--- src/rtl/fwft_arb_pkg.sv ---
// Shared types and helpers for the FWFT round-robin drain arbiter and related arbiters.
// Holds the arbiter state encoding and the circular priority search.
package fwft_arb_pkg;

    localparam int unsigned MAX_SRC   = 16;
    localparam int unsigned MAX_SRC_W = 4;

    typedef enum logic {ARB_IDLE, ARB_BURST} arb_state_t;

    typedef struct packed {
        logic                 found;
        logic [MAX_SRC_W-1:0] idx;
    } rr_pick_t;

    function automatic int unsigned arb_src_w(input int unsigned n);
        return (n > 1) ? $clog2(n) : 1;
    endfunction

    // Callers zero-extend req, so searching mod MAX_SRC equals searching mod their source count.
    function automatic rr_pick_t rr_pick(input logic [MAX_SRC-1:0]   req,
                                         input logic [MAX_SRC_W-1:0] last);
        rr_pick_t             res;
        logic [MAX_SRC_W-1:0] cand;
        res = '0;
        for (int unsigned k = 1; k <= MAX_SRC; k++) begin
            cand = last + MAX_SRC_W'(k);
            if (!res.found && req[cand]) begin
                res.found = 1'b1;
                res.idx   = cand;
            end
        end
        return res;
    endfunction

endpackage

--- src/rtl/rr_priority_pick.sv ---
// Combinational circular priority encoder: first set req bit searching from last+1.
// Shared by the arbiters in this codebase.
module rr_priority_pick
    import fwft_arb_pkg::*;
#(
    parameter int unsigned NUM_SRC = 4,
    localparam int unsigned SRC_W  = arb_src_w(NUM_SRC)
) (
    input  logic [NUM_SRC-1:0] req,
    input  logic [SRC_W-1:0]   last,
    output logic               found,
    output logic [SRC_W-1:0]   idx
);

    rr_pick_t res;

    always_comb begin
        res   = rr_pick(MAX_SRC'(req), MAX_SRC_W'(last));
        // Range check keeps a stray index from being reported as a grant.
        found = res.found & ({1'b0, res.idx} < (MAX_SRC_W + 1)'(NUM_SRC));
        idx   = res.idx[SRC_W-1:0];
    end

endmodule

--- src/rtl/fwft_fifo_rr_drain_arb.sv ---
// Drains a bank of FWFT FIFO read ports into one valid/ready stream, serving sources
// round-robin in bursts of up to MAX_BURST words with one arbitration bubble between bursts.
module fwft_fifo_rr_drain_arb
    import fwft_arb_pkg::*;
#(
    parameter int unsigned NUM_SRC   = 4,
    parameter int unsigned DATA_W    = 32,
    parameter int unsigned MAX_BURST = 16,
    localparam int unsigned SRC_W    = arb_src_w(NUM_SRC)
) (
    input  logic                      clk,
    input  logic                      rst,
    input  logic [NUM_SRC*DATA_W-1:0] src_rdata,
    input  logic [NUM_SRC-1:0]        src_rdata_vld,
    output logic [NUM_SRC-1:0]        src_rden,
    input  logic [NUM_SRC-1:0]        src_enable,
    output logic [DATA_W-1:0]         out_data,
    output logic [SRC_W-1:0]          out_src,
    output logic                      out_last,
    output logic                      out_vld,
    input  logic                      out_rdy,
    output logic                      busy
);

    localparam int unsigned          CNT_W     = $clog2(MAX_BURST + 1);
    localparam logic [CNT_W-1:0]     LAST_CNT  = CNT_W'(MAX_BURST - 1);
    localparam logic [SRC_W-1:0]     LAST_INIT = SRC_W'(NUM_SRC - 1);

    arb_state_t        state_q, state_d;
    logic [SRC_W-1:0]  grant_q, grant_d;
    logic [SRC_W-1:0]  last_grant_q, last_grant_d;
    logic [CNT_W-1:0]  burst_cnt_q, burst_cnt_d;

    logic [DATA_W-1:0] src_words [NUM_SRC];
    logic [NUM_SRC-1:0] req;
    logic              pick_found;
    logic [SRC_W-1:0]  pick_idx;
    logic              out_free;
    logic              grant_vld;
    logic              grant_en;
    logic              pop;

    for (genvar i = 0; i < NUM_SRC; i++) begin : g_words
        assign src_words[i] = src_rdata[i*DATA_W +: DATA_W];
    end

    assign req       = src_rdata_vld & src_enable;
    assign out_free  = ~out_vld | out_rdy;
    assign grant_vld = src_rdata_vld[grant_q];
    assign grant_en  = src_enable[grant_q];
    assign busy      = (state_q == ARB_BURST);

    rr_priority_pick #(
        .NUM_SRC (NUM_SRC)
    ) u_pick (
        .req   (req),
        .last  (last_grant_q),
        .found (pick_found),
        .idx   (pick_idx)
    );

    always_comb begin
        state_d      = state_q;
        grant_d      = grant_q;
        last_grant_d = last_grant_q;
        burst_cnt_d  = burst_cnt_q;
        pop          = 1'b0;
        case (state_q)
            ARB_IDLE: begin
                if (pick_found) begin
                    grant_d      = pick_idx;
                    last_grant_d = pick_idx;
                    burst_cnt_d  = '0;
                    state_d      = ARB_BURST;
                end
            end
            ARB_BURST: begin
                pop = grant_vld & grant_en & out_free & ~rst;
                if (pop) begin
                    burst_cnt_d = burst_cnt_q + CNT_W'(1);
                end
                // Backpressure alone never ends a burst; only count, empty or disable do.
                if (!grant_vld || !grant_en || (pop && burst_cnt_q == LAST_CNT)) begin
                    state_d = ARB_IDLE;
                end
            end
            default: state_d = ARB_IDLE;
        endcase
    end

    always_comb begin
        src_rden = '0;
        if (pop) begin
            src_rden[grant_q] = 1'b1;
        end
    end

    always_ff @(posedge clk or posedge rst) begin
        if (rst) begin
            state_q      <= ARB_IDLE;
            grant_q      <= '0;
            last_grant_q <= LAST_INIT;
            burst_cnt_q  <= '0;
        end else begin
            state_q      <= state_d;
            grant_q      <= grant_d;
            last_grant_q <= last_grant_d;
            burst_cnt_q  <= burst_cnt_d;
        end
    end

    always_ff @(posedge clk or posedge rst) begin
        if (rst) begin
            out_vld  <= 1'b0;
            out_data <= '0;
            out_src  <= '0;
            out_last <= 1'b0;
        end else if (pop) begin
            out_vld  <= 1'b1;
            out_data <= src_words[grant_q];
            out_src  <= grant_q;
            out_last <= (burst_cnt_q == LAST_CNT);
        end else if (out_rdy) begin
            out_vld  <= 1'b0;
        end
    end

endmodule

--- config.mk ---
export PLATFORM = sky130hd
export DESIGN_NAME = fwft_fifo_rr_drain_arb
export DESIGN_NICKNAME = d
export VERILOG_FILES = /design/src/rtl/fwft_arb_pkg.sv /design/src/rtl/rr_priority_pick.sv /design/src/rtl/fwft_fifo_rr_drain_arb.sv
export SDC_FILE = /design/constraint.sdc
export NUM_CORES = 1
export LEC_CHECK = 0
export ABC_AREA = 1
export CAP_MARGIN = 10
export CORE_ASPECT_RATIO = 0.8
export CORE_MARGIN = 2
export CORE_UTILIZATION = 38
export CTS_BUF_LIST = sky130_fd_sc_hd__clkbuf_4
export DETAILED_ROUTE_END_ITERATION = 10
export PLACE_DENSITY = 0.92
export REMOVE_ABC_BUFFERS = 1
export SYNTH_ARGS = -nofsm -noshare
export SYNTH_HDL_FRONTEND = slang
export SYNTH_SLANG_ARGS = --single-unit
--- constraint.sdc ---
create_clock -name clk -period 2.8 [get_ports clk]
set_input_delay 0.56 -clock clk [delete_from_list [all_inputs] [get_ports clk]]
set_output_delay 0.56 -clock clk [all_outputs]
set_load 0.01 [all_outputs]
==> results of run 1 <==
registers in the layout, indices dropped and copies added (netlist names):
name / cells
out_data: 32
burst_cnt_q: 5
grant_q: 2
last_grant_q: 2
out_src: 2
busy: 1
out_last: 1
out_vld: 1
layout by cell type, fill, tap and decap left out, drive strengths merged:
cell	synthesis	routed
a21oi	3	3
a22oi	35	35
and2	1	1
buf	8	10
clkbuf	13	6
clkdlybuf4s50	0	175
clkinv	1	3
dfrtp	44	44
dfstp	2	2
dlygate4sd2	0	2
dlymetal6s2s	0	2
ha	4	4
inv	24	24
nand2	206	206
nand3	57	57
nand4	5	5
nor2	16	16
nor3	3	3
o21ai	6	6
cell families after synthesis:
| logic type | count (synthesis) | synth area share |
|---|---|---|
| buffers and inverters | 46 | 0.06577 |
| flip-flops | 46 | 0.3990 |
| AO/OA/AOI/OAI | 44 | 0.1064 |
| adder cells (fa/ha/maj) | 4 | 0.01731 |
| AND/OR/NAND/NOR | 288 | 0.4115 |
worst max path at each step:
stage / to / depth (start not counted) / startpoint
3_3_place_gp: src_rden[1] / 7 / src_enable[0]
6_report: src_rden[0] / 7 / src_enable[0]
2_1_floorplan: src_rden[0] / 6 / grant_q[1]$_DFFE_PP0P_
5_1_grt: src_rden[0] / 9 / grant_q[0]$_DFFE_PP0P_
4_1_cts: src_rden[2] / 7 / src_enable[0]
3_5_place_dp: src_rden[1] / 7 / src_enable[0]
metrics by stage:
step / setup TNS (ps) / cells
after floorplan: 0 / 407
after global placement: 0 / 701
after detailed placement: -75.23 / 701
after CTS: 0 / 709
after global routing: 0 / 709
final: 0 / 709
report_power, final:
part	switching (µW)	total (µW)	internal, µW
logic	1440	2620	1190
clock network	198	303	104
registers	200	1180	982
cell usage after synthesis:
master,instances
ha_1,4
and2_2,1
nand4_1,5
nand3_1,57
dfstp_2,2
buf_6,1
a22oi_1,35
nor3_1,3
inv_1,20
dfrtp_1,44
o21ai_0,4
nor2_1,13
nand2_4,1
o21ai_1,2
nand2_1,204
nand2_2,1
inv_2,4
clkinv_2,1
buf_2,7
nor2_2,3
a21oi_1,3
clkbuf_1,13
layout make-up:
| class | count | share of cell area |
|---|---|---|
| Tap cell | 105 | 0.02707 |
| Clock inverter | 2 | 0.001805 |
| Inverter | 25 | 0.01959 |
| Timing Repair Buffer | 189 | 0.3852 |
| Multi-Input combinational cell | 336 | 0.3189 |
| Sequential cell | 46 | 0.2382 |
| Clock buffer | 6 | 0.009281 |
what timing repair did:
item	4_1_cts	5_1_grt
endpoints found under the setup margin	4	2
hold buffers	0	0
gates resized for setup	3	3
worst reg2reg max path, delay by kind of cell, from the launching register on:
kind          cells  cell delay [ps]
flops             1              620
fa+ha+maj         1              370
buf+inv           3              360
simple gates      8             1060
metal layers:
layer  wire (µm)  part of all wire  global-route usage
met4         209             0.022             0.07973
met5           0                 0                   0
met1        3847              0.40              0.2338
met3         862             0.090             0.06468
met2        4654              0.49              0.4283
==> metrics.yaml, run 1 <==
status: "complete, no violations"
drv_slew: 0
setup-violations-final: 0
finalWorstSetupSlack_ps: 231.3
ys_types: 22
cp_num_buf_inv: 2
syn_to_final_growth_pct: 67.85
via_per_inst: 4.994
worstHoldPathType: "reg -> reg"
firstDrtPassIters: 5
holdPathEnd: "out_data[4]$_DFFE_PP0P_"
final_nets: 746
place.gp.congestion: 0.8076
cp_data_required_time_ps: 2240
power.leakage_uw: 0.002286
n_antenna_cell: 0
fill_cells: 594
post-route-period-util: 0.9174
antenna_found_initial: 0
clock-sinks: 46
min_from: "out_data[4]$_DFFE_PP0P_"
antenna_left: 0
drc_errors: 0
grt_pass1_vias: 3387
utilization: 0.6566
dieArea_um2: 8327
hold_violations: 0
drv_cap: 0
crit_path_end_kind: "output pin"
grt_pass1_wl_um: 14760
arrival_ps: 2010
die_width_um: 101.5
min_path_cells: 2
vias: 3541
die_h_um: 82.02
synth-seq-area-share: 0.3990
start_kind: "input port"
initialDrtViolationCount: 121
wirelength_um: 9573
crit_slowest_cell: "clkdlybuf4s50_1"
wl_per_cell_um: 13.50
fp.coreArea_um2: 7392
layout-drive-gt1-share: 0.05464
synth_cells: 428
holdWs_ps: 487.9
clkTransAtPathRegs_ps: 120
max_slew_margin: 0.5388
synth_top_area_share: 0.3808
cts_made_buffers: 5
total_power_uw: 4109
clock_path_buffers: 2
path_class: "in -> out"
overflow: 0
crit_path_cell_trace: "clkdlybuf4s50_1, a22oi_1, a21oi_1, and2_2, nand2_4, nor3_1, dlygate4sd2_1"
fmax_mhz: 389.3
io_buffers: 179
fp-row-count: 28
cts_tree: "built"
grt_max_degree: 42
cts_setup_buffers: 0
htree_num_levels: 2
synth_area_leader_cell: "dfrtp_1"
place_ws_ps: -39.21
crit_family: "buffers and inverters"
skew_ps: 10.83
post-dp-hpwl_um: 7488
stdcell_area_um2: 4853
reg2reg_from: "last_grant_q[0]$_DFFE_PP1P_"
min_period_ps: 2569
seq_area_um2: 1156
rsz0062_at_grt: "no"
initial_utilization: 0.3912
p_per_area_nw_per_um2: 846.6
tightest_slew_ps: 690.8
syn-cell-area_um2: 2892
syn_avg_cell_area_um2: 6.756
crit_fanout: 5
timing.reg2reg.setup_slack_ps: 310
grt_usage: 0.2240
rr_worst_depth: 12
synth_warnings: 0
r2r_end: "grant_q[1]$_DFFE_PP0P_"
ios: 180
synth_seq_cells: 46
multi_input_area_um2: 1548
slowest_delay_ps: 500
dpl-instance-area_um2: 4795
netlist_top_cells_area: "dfrtp_1 38%, nand2_1 26%, nand3_1 9.9%"
root_buffer: "clkbuf_4"
irDropWorstVdd_v: 0.0003689
clk_latency_ps: 350
Note: power is estimated with default switching activity, not from simulation.
==> inputs of run 2 (changes only) <==
--- a/config.mk
+++ b/config.mk
@@ -14,6 +14,7 @@
 export DETAILED_ROUTE_END_ITERATION = 10
 export PLACE_DENSITY = 0.92
 export REMOVE_ABC_BUFFERS = 1
+export SETUP_SLACK_MARGIN = 0.2
 export SYNTH_ARGS = -nofsm -noshare
 export SYNTH_HDL_FRONTEND = slang
 export SYNTH_SLANG_ARGS = --single-unit
==> metrics.yaml, run 2 (synthesized netlist as in run 1, its figures left out) <==
reg_top3: "out_data: 32 flops, burst_cnt_q: 5 flops"
power.leakage_uw: 0.002264  # -0.95%
die_h_um: 82.02  # unchanged
reg2reg_from: "last_grant_q[1]$_DFFE_PP1P_"
io_buffers: 179  # unchanged
clkTransAtPathRegs_ps: 120  # about the same
r2r_end: "grant_q[0]$_DFFE_PP0P_"
clkPwrFrac: 0.072  # -0.002
clock_path_buffers: 2  # unchanged
cts_made_buffers: 5  # unchanged
syn_to_final_growth_pct: 68.28
drv_cap: 0  # unchanged
setup-violations-final: 0  # unchanged
switching_share: 0.4433  # -0.003102
rr_worst_depth: 12  # unchanged
cp_data_required_time_ps: 2240  # about the same
holdWs_ps: 489.4  # +1.587 ps
worstHoldPathType: "reg -> reg"
grt_pass1_vias: 3387  # unchanged
initialDrtViolationCount: 116  # -4.1%
start_kind: "input port"
vias: 3571  # +0.85%
endpoint: "src_rden[1]"
largest_reg_flops: 32  # unchanged
tightest_slew_ps: 676.8  # -13.93 ps
place.gp.congestion: 0.8076  # unchanged
cts_tree: "built"
pwr-share-seq: 0.280  # -0.008
via_per_inst: 5.008  # +0.28%
clk_latency_ps: 350  # about the same
wl_per_cell_um: 13.44  # -0.49%
layout_commonest_cell: "nand2_1"
wirelength_um: 9580  # about the same
min_period_ps: 2480  # -88.71 ps
initial_utilization: 0.3912  # unchanged
clock-sinks: 46  # unchanged
max_slew_margin: 0.5481  # +0.009297
grt_max_degree: 42  # unchanged
die_width_um: 101.5  # unchanged
finalWorstSetupSlack_ps: 320.0  # +88.71 ps
final_cell_mix: "204 x nand2_1, 175 x clkdlybuf4s50_1, 57 x nand3_1"
arrival_ps: 1920  # -90 ps
hold_violations: 0  # unchanged
timing.reg2reg.setup_slack_ps: 420  # +110 ps
crit_start: "src_enable[0]"
setup_tns_ps: 0  # unchanged
utilization: 0.6583  # +0.001693
crit_fanout: 5  # unchanged
drc_errors: 0  # unchanged
fp-row-count: 28  # unchanged
place_ws_ps: -39.21  # unchanged
rsz0062_at_grt: "yes"
root_buffer: "clkbuf_4"
dieArea_um2: 8327  # unchanged
fmax_mhz: 403.2  # +3.6%
p_per_area_nw_per_um2: 862.4  # +1.9%
skew_ps: 8.686  # -2.143 ps
crit_path_end_kind: "output pin"
post-route-period-util: 0.8857  # -0.03168
grt_pass1_wl_um: 14760  # unchanged
firstDrtPassIters: 4  # -1
ios: 180  # unchanged
path_class: "in -> out"
n_antenna_cell: 0  # unchanged
antenna_found_initial: 0  # unchanged
regMostFlops: "out_data"
p_int_uw: 2336  # +2.7%
layout-drive-gt1-share: 0.06743  # +0.01280
comb_power_share: 0.648  # +0.009
grt_usage: 0.2240  # unchanged
final_nets: 750  # +0.54%
htree_num_levels: 2  # unchanged
status: "complete, no violations"
p_switching_uw: 1860  # +1.4%
antenna_left: 0  # unchanged
overflow: 0  # unchanged
drv_slew: 0  # unchanged
irDropWorstVdd_v: 0.0003725  # +0.98%
cts_hold_buffers: 0  # unchanged
fp.coreArea_um2: 7392  # unchanged
post-dp-hpwl_um: 7488  # unchanged
[run 2: timing repair]
action	4_1_cts	5_1_grt
setup endpoints to repair	4	8
buffers inserted	0	4
gates resized for setup	5	10
pin swaps	0	1
[run 2: power groups by stage]
stage               combinational [µW]  clock, µW  sequential (µW)
floorplan                         1300          0             1290
global placement                  2540          0             1180
detailed placement                2620          0             1190
CTS                               2630        313             1180
global route                      2990        342             1210
finish                            2720        304             1170
[run 2: worst min-delay path by stage]
stage / from / to / slack, ps / depth (start not counted)
floorplan: last_grant_q[1]$_DFFE_PP1P_ / last_grant_q[1]$_DFFE_PP1P_ / 460 / 2
global placement: out_src[1]$_DFFE_PP0P_ / out_src[1]$_DFFE_PP0P_ / 460 / 2
detailed placement: out_src[1]$_DFFE_PP0P_ / out_src[1]$_DFFE_PP0P_ / 460 / 2
CTS: out_src[1]$_DFFE_PP0P_ / out_src[1]$_DFFE_PP0P_ / 490 / 2
global route: out_data[25]$_DFFE_PP0P_ / out_data[25]$_DFFE_PP0P_ / 510 / 2
finish: out_data[4]$_DFFE_PP0P_ / out_data[4]$_DFFE_PP0P_ / 490 / 2
[run 2: critical path: stages]
cell             delay, ps
clkdlybuf4s50_1        500
a22oi_1                100
a21oi_1                170
and2_2                 210
nand2_4                 70
nor3_1                 140
clkbuf_2               160
[run 2: metrics by stage]
stage	power [µW]	std cells	instance area [µm²]
floorplan	2593	407	2796
global placement	3718	701	4795
detailed placement	3808	701	4795
CTS	4123	709	4845
global route	4547	713	4866
finish	4196	713	4866
[run 2: area by class of cell]
class | instances | area, µm²
clock inverters | 2 | 8.758
repair buffers | 193 | 1877
flip-flops and latches | 46 | 1156
fillers | 594 | 2526
well taps | 105 | 131.4
multi-input cells | 336 | 1553
clock buffers | 6 | 45.04
inverters | 25 | 95.09
[run 2: routing by layer]
metal  wire [µm]  track usage  up-vias
li1            -            -     1758
met1        3894       0.2338     1632
met2        4679       0.4283      161
met3         783      0.06468       20
met4         222      0.07973        0
met5           0            0        -
==> inputs of run 3 (changes only) <==
--- a/config.mk
+++ b/config.mk
@@ -8,10 +8,11 @@
 export ABC_AREA = 1
 export CAP_MARGIN = 10
 export CORE_ASPECT_RATIO = 0.8
-export CORE_MARGIN = 2
+export CORE_MARGIN = 5
 export CORE_UTILIZATION = 38
 export CTS_BUF_LIST = sky130_fd_sc_hd__clkbuf_4
 export DETAILED_ROUTE_END_ITERATION = 10
+export GPL_TIMING_DRIVEN = 0
 export PLACE_DENSITY = 0.92
 export REMOVE_ABC_BUFFERS = 1
 export SETUP_SLACK_MARGIN = 0.2
==> metrics.yaml, run 3 (synthesized netlist as in run 1, its figures left out) <==
min_period_ps: 2631  # +151.2 ps
setup-violations-final: 0  # unchanged
setup_tns_ps: 0  # unchanged
antenna_found_initial: 0  # unchanged
rsz0062_at_grt: "yes"
start_kind: "input port"
wirelength_um: 12400  # +29%
largest_reg_flops: 32  # unchanged
die_h_um: 88.02  # +7.3%
cp_num_buf_inv: 2  # unchanged
grt_usage: 0.2539  # +0.02989
reg_top3: "out_data: 32 flops, burst_cnt_q: 5 flops"
antenna_left: 0  # unchanged
grt_pass1_vias: 3857  # +14%
die_width_um: 107.5  # +5.9%
drc_errors: 0  # unchanged
crit_family: "buffers and inverters"
vias: 3792  # +6.2%
dieArea_um2: 9464  # +14%
clock-sinks: 46  # unchanged
post-dp-hpwl_um: 7855  # +4.9%
arrival_ps: 2070  # +150 ps
layout-drive-gt1-share: 0.09400  # +0.02657
p_per_area_nw_per_um2: 906.1  # +5.1%
clock_path_buffers: 2  # unchanged
irDropWorstVdd_v: 0.0003576  # -4.0%
slowest_delay_ps: 560  # +60 ps
cts_made_buffers: 5  # unchanged
max_slew_margin: 0.3370  # -0.2112
fmax_mhz: 380.1  # -5.7%
htree_num_levels: 2  # unchanged
seq_area_um2: 1156  # unchanged
clkTransAtPathRegs_ps: 140  # +20 ps
cp_data_required_time_ps: 2240  # about the same
firstDrtPassIters: 5  # +1
via_per_inst: 5.252  # +4.9%
fp.coreArea_um2: 7392  # unchanged
hold_violations: 0  # unchanged
n_antenna_cell: 0  # unchanged
status: "complete, no violations"
stdcell_area_um2: 5092  # +4.7%
drv_slew: 0  # unchanged
syn_to_final_growth_pct: 76.11
ios: 180  # unchanged
regMostFlops: "out_data"
multi_input_area_um2: 1673  # +7.7%
initialDrtViolationCount: 206  # +78%
io_buffers: 179  # unchanged
crit_fanout: 6  # +1
worstHoldPathType: "reg -> reg"
crit_path_end_kind: "output pin"
holdWs_ps: 497.0  # +7.519 ps
path_class: "in -> out"
crit_path_cell_trace: "clkdlybuf4s50_1, a22oi_1, a21oi_2, and2_4, nand2_8, nor2_4, clkdlybuf4s15_2"
place.gp.congestion: 0.8374  # +3.7%
wl_per_cell_um: 17.18  # +28%
cts_tree: "built"
power.leakage_uw: 0.002338  # +3.2%
dpl-instance-area_um2: 4740  # -1.1%
overflow: 0  # unchanged
final_nets: 759  # +1.2%
tightest_slew_ps: 993.5  # +316.7 ps
skew_ps: 10.56  # +1.875 ps
layout_commonest_cell: "nand2_1"
post-route-period-util: 0.9397  # +0.05400
grt_pass1_wl_um: 18840  # +28%
final_cell_mix: "202 x nand2_1, 175 x clkdlybuf4s50_1, 57 x nand3_1"
grt_max_degree: 41  # -2.4%
cts_hold_buffers: 0  # unchanged
drv_cap: 0  # unchanged
fill_cells: 546  # -8.1%
fp-row-count: 28  # unchanged
clk_latency_ps: 350  # about the same
crit_slowest_cell: "clkdlybuf4s50_1"
root_buffer: "clkbuf_4"
initial_utilization: 0.3912  # unchanged
==> run 3: power by group <==
| group | switching [µW] | internal, µW |
|---|---|---|
| combinational | 1770 | 1370 |
| sequential | 196 | 982 |
| clock | 211 | 93.8 |
==> run 3: cell type report <==
cell class	instances	share of cell area
Clock inverter	3	0.003194
Inverter	25	0.02580
Sequential cell	46	0.2270
Tap cell	105	0.02580
Timing Repair Buffer	196	0.3789
Clock buffer	5	0.007371
Timing Repair inverter	2	0.003440
Multi-Input combinational cell	340	0.3285
==> run 3: path summary, 6_finish.rpt <==
| kind | depth (start not counted) | slack, ps | to | from |
|---|---|---|---|---|
| max | 7 | 170 | src_rden[2] | src_enable[2] |
| min | 2 | 500 | out_data[29]$_DFFE_PP0P_ | out_data[29]$_DFFE_PP0P_ |
| max reg2reg | 12 | 350 | grant_q[1]$_DFFE_PP0P_ | last_grant_q[1]$_DFFE_PP1P_ |
| min reg2reg | 2 | 500 | out_data[29]$_DFFE_PP0P_ | out_data[29]$_DFFE_PP0P_ |
| max in group asynchronous | 3 | 1670 | last_grant_q[0]$_DFFE_PP1P_ | rst |
| min in group asynchronous | 2 | 570 | out_last$_DFFE_PP0P_ | rst |
==> run 3: timing repair <==
item | 4_1_cts | 5_1_grt
setup buffers | 8 | 8
pin swaps | 4 | 5
setup endpoints to repair | 45 | 12
endpoints found under the hold margin | 0 | 0
gates cloned | 6 | 0
resized for setup | 37 | 14
==> run 3: stage by stage <==
stage	instances	worst slack, ps	power, µW	utilization
finish	722	168.8	4614	0.6889
CTS	714	178.6	4424	0.6755
global route	722	107.0	4969	0.6889
floorplan	407	48.75	2593	-
detailed placement	692	-1154	3791	0.6412
global placement	691	-959.9	3670	0.6385
==> run 3: metal layers <==
layer / vias up / track usage / wire [µm]
met3: 31 / 0.08327 / 1157
li1: 1785 / - / -
met5: - / 0 / 0
met1: 1763 / 0.2703 / 4535
met4: 0 / 0.1009 / 355
met2: 213 / 0.4678 / 6356
==> run 3: worst register-to-register path, stage by stage (launching register included) <==
cell and delay (ps):
dfstp_2 590, inv_1 100, ha_1 340, inv_1 160
nand3_1 140, nand3_1 170, nand3_1 160, nor2_4 160
nand4_1 110, nand2_2 160, inv_1 110, nand2_1 100
nand2_1 60
